[config.mk]
export PLATFORM = sky130hd
export DESIGN_NAME = bin_to_gray
export DESIGN_NICKNAME = d
export VERILOG_FILES = /design/src/rtl/bin_to_gray_pkg.sv /design/src/rtl/gray_to_bin.sv /design/src/rtl/bin_to_gray.sv
export SDC_FILE = /design/constraint.sdc
export NUM_CORES = 1
export LEC_CHECK = 0
export ABC_AREA = 0
export BUFFER_PORTS_ARGS = -buffer_cell sky130_fd_sc_hd__buf_4
export CORE_AREA = 4 4 41 43
export DETAILED_ROUTE_END_ITERATION = 10
export DIE_AREA = 0 0 45 47
export HOLD_SLACK_MARGIN = 0.08
export PLACE_DENSITY_LB_ADDON = 0.12
export SLEW_MARGIN = 0
export SYNTH_ARGS = -nofsm -noshare
export SYNTH_HDL_FRONTEND = slang
export SYNTH_SLANG_ARGS = --single-unit
export TNS_END_PERCENT = 1
[constraint.sdc]
create_clock -name clk -period 0.8 [get_ports clk]
set_clock_uncertainty 0.05 [all_clocks]
set_input_delay 0.12 -clock clk [delete_from_list [all_inputs] [get_ports clk]]
set_output_delay 0.12 -clock clk [all_outputs]
set_load 0.005 [all_outputs]
[src/rtl/bin_to_gray_pkg.sv]
// ---------------------------------------------------------------------------
// bin_to_gray_pkg
//
// Purpose:
//   Shared definitions for the binary-to-Gray converter slice:
//     - GRAY_WIDTH_DEFAULT : default operand width of bin_to_gray.
//     - GRAY_MAX_WIDTH     : widest operand the helper functions handle.
//     - gray_word_t        : fixed-width carrier type for the helpers.
//     - bin2gray / gray2bin: pure reference conversions.
//
// Ports: none (package).
//
// Narrower operands are zero-extended into gray_word_t by the caller.
// Both conversions are insensitive to leading zeros, so the low WIDTH bits
// of the result are the WIDTH-bit answer.
// ---------------------------------------------------------------------------
package bin_to_gray_pkg;

    localparam int GRAY_WIDTH_DEFAULT = 4;
    localparam int GRAY_MAX_WIDTH     = 64;

    typedef logic [GRAY_MAX_WIDTH-1:0] gray_word_t;

    // Reflected Gray code: each bit is the XOR of itself and its upper
    // neighbour; the MSB passes straight through because the shift
    // brings in a zero.
    function automatic gray_word_t bin2gray(input gray_word_t b);
        return b ^ (b >> 1);
    endfunction

    // Inverse mapping: a running XOR from the MSB downwards.
    function automatic gray_word_t gray2bin(input gray_word_t g);
        gray_word_t b;
        b = '0;
        b[GRAY_MAX_WIDTH-1] = g[GRAY_MAX_WIDTH-1];
        for (int i = GRAY_MAX_WIDTH - 2; i >= 0; i--) begin
            b[i] = b[i+1] ^ g[i];
        end
        return b;
    endfunction

endpackage

[src/rtl/gray_to_bin.sv]
// ---------------------------------------------------------------------------
// gray_to_bin
//
// Purpose:
//   Purely combinational Gray-to-binary decoder. Used by bin_to_gray's
//   round-trip checker to decode the registered Gray output.
//
// Parameters:
//   WIDTH : operand width, minimum 1.
//
// Ports:
//   G : input  [WIDTH-1:0]  Gray-coded word.
//   B : output [WIDTH-1:0]  decoded binary word.
// ---------------------------------------------------------------------------
module gray_to_bin
    import bin_to_gray_pkg::*;
#(
    parameter int WIDTH = GRAY_WIDTH_DEFAULT
) (
    input  logic [WIDTH-1:0] G,
    output logic [WIDTH-1:0] B
);

    // Each binary bit is the parity of all Gray bits at or above it, built
    // as a ripple from the MSB. For WIDTH = 1 the loop is empty and B = G.
    always_comb begin
        B = '0;
        B[WIDTH-1] = G[WIDTH-1];
        for (int i = WIDTH - 2; i >= 0; i--) begin
            B[i] = B[i+1] ^ G[i];
        end
    end

endmodule

[src/rtl/bin_to_gray.sv]
// ---------------------------------------------------------------------------
// bin_to_gray
//
// Purpose:
//   Registered WIDTH-bit binary to reflected-Gray converter. An accepted
//   input (in_valid high) appears as Gray code on G one clock later with a
//   one-cycle out_valid pulse. G holds its value while in_valid is low.
//
// Parameters:
//   WIDTH : operand width, default GRAY_WIDTH_DEFAULT, range 1..GRAY_MAX_WIDTH.
//
// Ports:
//   clk       : input         clock, all state on rising edge.
//   rst       : input         synchronous active-high reset (beats in_valid).
//   in_valid  : input         qualifies B.
//   B         : input  [W]    binary operand.
//   out_valid : output        one-cycle pulse per accepted input.
//   G         : output [W]    registered Gray code of last accepted B.
//   err       : output        sticky round-trip mismatch flag.
//
// Configuration:
//   BIN_TO_GRAY_ROUNDTRIP_EN : when defined, a copy of the accepted B is
//   registered next to G, G is decoded back through gray_to_bin, and any
//   disagreement while out_valid is high sets err on the following edge.
//   err then stays high until rst. When undefined, err is tied low and no
//   checker logic exists.
//
// All outputs come straight from flops; there is no input-to-output
// combinational path.
// ---------------------------------------------------------------------------
module bin_to_gray
    import bin_to_gray_pkg::*;
#(
    parameter int WIDTH = GRAY_WIDTH_DEFAULT
) (
    input  logic             clk,
    input  logic             rst,
    input  logic             in_valid,
    input  logic [WIDTH-1:0] B,
    output logic             out_valid,
    output logic [WIDTH-1:0] G,
    output logic             err
);

    logic [WIDTH-1:0] gray_next;
    logic [WIDTH-1:0] g_q;
    logic             out_valid_q;

    // The package helper works on the widest word; zero-extending B and
    // truncating back is exact because leading zeros stay zero in Gray code.
    assign gray_next = WIDTH'(bin2gray(gray_word_t'(B)));

    // Output register and valid pipeline. Reset wins over a coincident
    // in_valid, so that input is simply dropped.
    always_ff @(posedge clk) begin
        if (rst) begin
            g_q         <= '0;
            out_valid_q <= 1'b0;
        end else begin
            out_valid_q <= in_valid;
            if (in_valid) begin
                g_q <= gray_next;
            end
        end
    end

    assign G         = g_q;
    assign out_valid = out_valid_q;

`ifdef BIN_TO_GRAY_ROUNDTRIP_EN

    logic [WIDTH-1:0] b_q;
    logic [WIDTH-1:0] decoded_b;
    logic             mismatch;
    logic             err_q;

    // Shadow copy of the accepted operand, captured on the same edge as G
    // so the two always describe the same transaction.
    always_ff @(posedge clk) begin
        if (rst) begin
            b_q <= '0;
        end else if (in_valid) begin
            b_q <= B;
        end
    end

    gray_to_bin #(
        .WIDTH(WIDTH)
    ) u_decode (
        .G(g_q),
        .B(decoded_b)
    );

    // Only compare while the output is live; otherwise G and b_q are
    // merely holding and have already been checked.
    assign mismatch = out_valid_q && (decoded_b != b_q);

    // Sticky error: once set, only rst clears it.
    always_ff @(posedge clk) begin
        if (rst) begin
            err_q <= 1'b0;
        end else if (mismatch) begin
            err_q <= 1'b1;
        end
    end

    assign err = err_q;

`else

    assign err = 1'b0;

`endif

endmodule

* Yosys cells after proc, flatten, opt, wreduce, memory -nomap -nowiden *
Index checks and enable logic that the tools add are counted.

word-level totals
  bits in registers = 5
  word-level logic and storage cells = 3
  input port bits = 7

operators by class
  bitwise gates (word level) = 1

operators by type and width
  operator     count
  $xor 4x3->4  1

* Longest topological paths before layout *
  word-level depth = 1
  mapped depth = 3

* Worst setup path before layout *
OpenSTA, ideal clock, no wires.

  kind = reg-to-reg
  from = register G[0] (netlist name)
  to = register g_q[0] (netlist: G[0])
  period minus slack after synthesis = 0.668 ns
  data required time = 0.664 ns
  setup slack = 0.132 ns
  arrival time = 0.532 ns
  buffers on the path = 0
  cell stages (with the launch flop) = 3
  cell sequence = dfxtp_1 > nor2_1 > a211oi_1

RTL lines
  what                  line               source
  to (signal assigned)  bin_to_gray.sv:62  g_q <= gray_next;
  to (decl)             bin_to_gray.sv:46  logic [WIDTH-1:0] g_q;

* Worst setup path in the final report *
  from = register g_q[3] (netlist: G[3])
  to = output G[3]

RTL lines
  what       line               source
  to (decl)  bin_to_gray.sv:41  output logic [WIDTH-1:0] G,

No word-level cell between the ends.

==> impl_summary.txt <==
----------------------------------------------------
[Global routing]
  Via count of the first global-routing pass ... 150
  Global route total overflow ... 0
  First-pass GRT wire length ... 662 um
  Antenna violations before repair ... 0
  Global Route Usage Sum ... 5.138%
  Pin count of the biggest net entering global routing ... 9

[Cells and area]
  Fraction of layout cells with a size suffix above 1 ... 57.58%
  Cell Count, Final, Fillers Out ... 48
  Most common cell after layout, fill and taps aside ... sky130_fd_sc_hd__buf_4
  Area growth from synthesis to layout ... 71.34%
  Fillers ... 150
  Number of antenna repair diodes ... 0
  Commonest non-fill, non-tap cells in the layout ... sky130_fd_sc_hd__buf_4, sky130_fd_sc_hd__dfxtp_2, sky130_fd_sc_hd__buf_6
  Share of the core filled with cells in the final layout ... 25.87%
  Nets@finish ... 41

[Synthesis]
  Synth Area in Adders ... 0%
  Share of synthesized area occupied by flip-flops and latches ... 50.96%
  Number of distinct standard cells referenced by the synthesized netlist ... 9
  Synth Net Count ... 27
  Netlist area before placement ... 196.4 um^2
  Largest family of logic cells by synthesized area ... XOR/XNOR gates
  Simple logic cell fraction of the synthesized area ... 10.83%
  Post-synthesis register bit count ... 5
  Yosys warning count ... 0
  Xor/xnor share of the synthesized area ... 13.38%
  Compound-cell area share of the yosys netlist ... 11.46%
  Mapped Cells ... 20
  Multiplexer share of the synthesized area ... 5.096%
  Synthesized area per cell ... 9.822 um^2

[Status]
  Violations in the final reports ... setup timing
  Result of the run ... complete, but fails checks

[STA]
  Minimum clock period after layout ... 0.8360 ns
  Max Transition Viols Final ... 0
  Final hold violation count ... 0
  Period Utilization, post-route ... 104.5%
  Count of final setup violators ... 5
  RSZ-0062 raised after global routing ... true
  Fin worst setup slack ... -0.03599 ns
  Fmax ... 1196 MHz
  Final setup TNS ... -0.1544 ns

[Routing]
  Number of detailed-routing iterations run before antenna repair ... 1
  Via count normalized by instance count ... 3.313
  Post-route DRC ... 0
  Count of nets left with antenna violations after detail routing ... 0
  Initial drt markers ... 0
  Average routed wire per standard cell ... 9.313 um
  Total length of routed wires ... 447 um
  Total number of vias ... 159

[Clocking]
  CTS sink cnt ... 5
  Total number of H-tree levels ... 1
  Inserted Clock Buffers ... 3
  Clock Tree Root ... sky130_fd_sc_hd__clkbuf_4
  Clock tree from TritonCTS ... built
  Clock Pin Slew Worst Setup and Hold Paths ... 0.05 ns
  Maximum buffer depth of the clock tree ... 2
  Skew-Pair Late Insertion Delay ... 0.24 ns

[Pwr]
  Pwr/cell area ... 2044 nW/um^2
  Power consumption ... 0.6881 mW
  Leakage power of the design ... 0.1455 nW
  Maximum vdd ir drop ... 0.4467 mV

[Placement]
  IO buf count ... 11
  Hpwl dp ... 344.7 um
  Placed instance count ... 44
  Placer Congestion ... 0.6291

[Job]
  Number of maximum-capacitance constraint violations ... 0

[Die]
  Die footprint ... 2115 um^2
  Io pins ... 13
  Starting density of the core ... 15.10%
  Number of cell rows ... 13
  Die span in x ... 45 um
  CORE AREA ... 1301 um^2
  Floorplan die height ... 47 um

[Critical path]
  Maximum net fanout on the critical path ... 2
  R2R depth ... 2
  Delay-heaviest family, CP ... flip-flops
  Chain of cells forming the critical path ... buf_6
  Stage delay of the slowest cell on the critical path ... 0.32 ns
  Slowest library cell on the worst path ... sky130_fd_sc_hd__dfxtp_2
  Critical path arrival ... 0.67 ns
  Total buffers and inverters traversed by the critical path ... 1
  Kind of critical path ... reg2out
  Count of cell instances traversed by the critical path ... 1
  Type of element launching the critical path ... flip-flop
  Endpoint type of the worst setup path ... output port
  Worst EP required ... 0.63 ns

[Worst hold path]
  Path type of the worst min-delay path ... in2reg
  WHS Path Cells ... 2

----------------------------------------------------
-- report_power, final --
part	switching [mW]	internal, mW	leakage [nW]	total [mW]
Sequential	0.0110	0.271	0.0430	0.282
Combinational	0.0366	0.0702	0.0875	0.107
Clock	0.110	0.189	0.0150	0.299
-- synth_stat cells --
library cell               count  area, um^2
sky130_fd_sc_hd__conb_1        1       3.750
sky130_fd_sc_hd__a211oi_1      3       22.52
sky130_fd_sc_hd__buf_4         1       7.510
sky130_fd_sc_hd__dfxtp_1       5       100.1
sky130_fd_sc_hd__mux2i_1       1       10.01
sky130_fd_sc_hd__xnor2_1       3       26.28
sky130_fd_sc_hd__nor2_1        4       15.01
sky130_fd_sc_hd__buf_2         1       5.000
sky130_fd_sc_hd__nor2b_1       1       6.260
-- worst paths after layout --
path              from   endpoint  slack, ns
setup / recovery  G[3]       G[3]      -0.04
hold / removal     rst  out_valid       0.02
setup reg to reg  G[1]       G[1]       0.09
hold reg to reg   G[0]       G[0]       0.44
-- sequential cells by signal (all words and copies together) (netlist names) --
register,flops
out_valid,1
G,4
-- what timing repair did --
item / in CTS / in global routing
buffers inserted: 0 / 0
setup endpoints to repair: 5 / 5
gates resized for setup: 8 / 2
hold endpoints to repair: 5 / 5
-- layer usage --
| metal | part of all wire [%] | track usage, % |
|---|---|---|
| met1 | 45 | 5.239 |
| met2 | 41 | 5.932 |
| met3 | 13 | 3.448 |
| met4 | 0 | 7.018 |
| met5 | 0 | 0 |
-- cells by family (layout without fill, tap and decap cells) --
family                 count (synthesis)  count (layout)
AO/OA/AOI/OAI                          3               3
flip-flops                             5               5
AND/OR/NAND/NOR                        5               5
XOR/XNOR                               3               3
buffers and inverters                  2              15
multiplexers                           1               1
other                                  1               1
-- area by class of cell --
class	count	area (um^2)	share of cell area, %
Clock buffer	4	26.28	7.807
Sequential cell	5	106.4	31.60
Timing Repair Buffer	11	101.3	30.11
Tap cell	15	18.77	5.576
Multi-Input combinational cell	13	83.83	24.91
-- per-stage QoR --
step,setup WS (ns),instance area (um^2),hold slack [ns]
finish,-0.03599,336.6,0.01512
global route,-0.05358,336.6,0.01974
CTS,-0.04660,331.6,0.01356
detailed placement,0.08752,285.3,0.2789
global placement,0.08895,285.3,0.2760
floorplan,0.1323,196.4,0.1416
No activity file was read; power rests on OpenSTA's default activity.
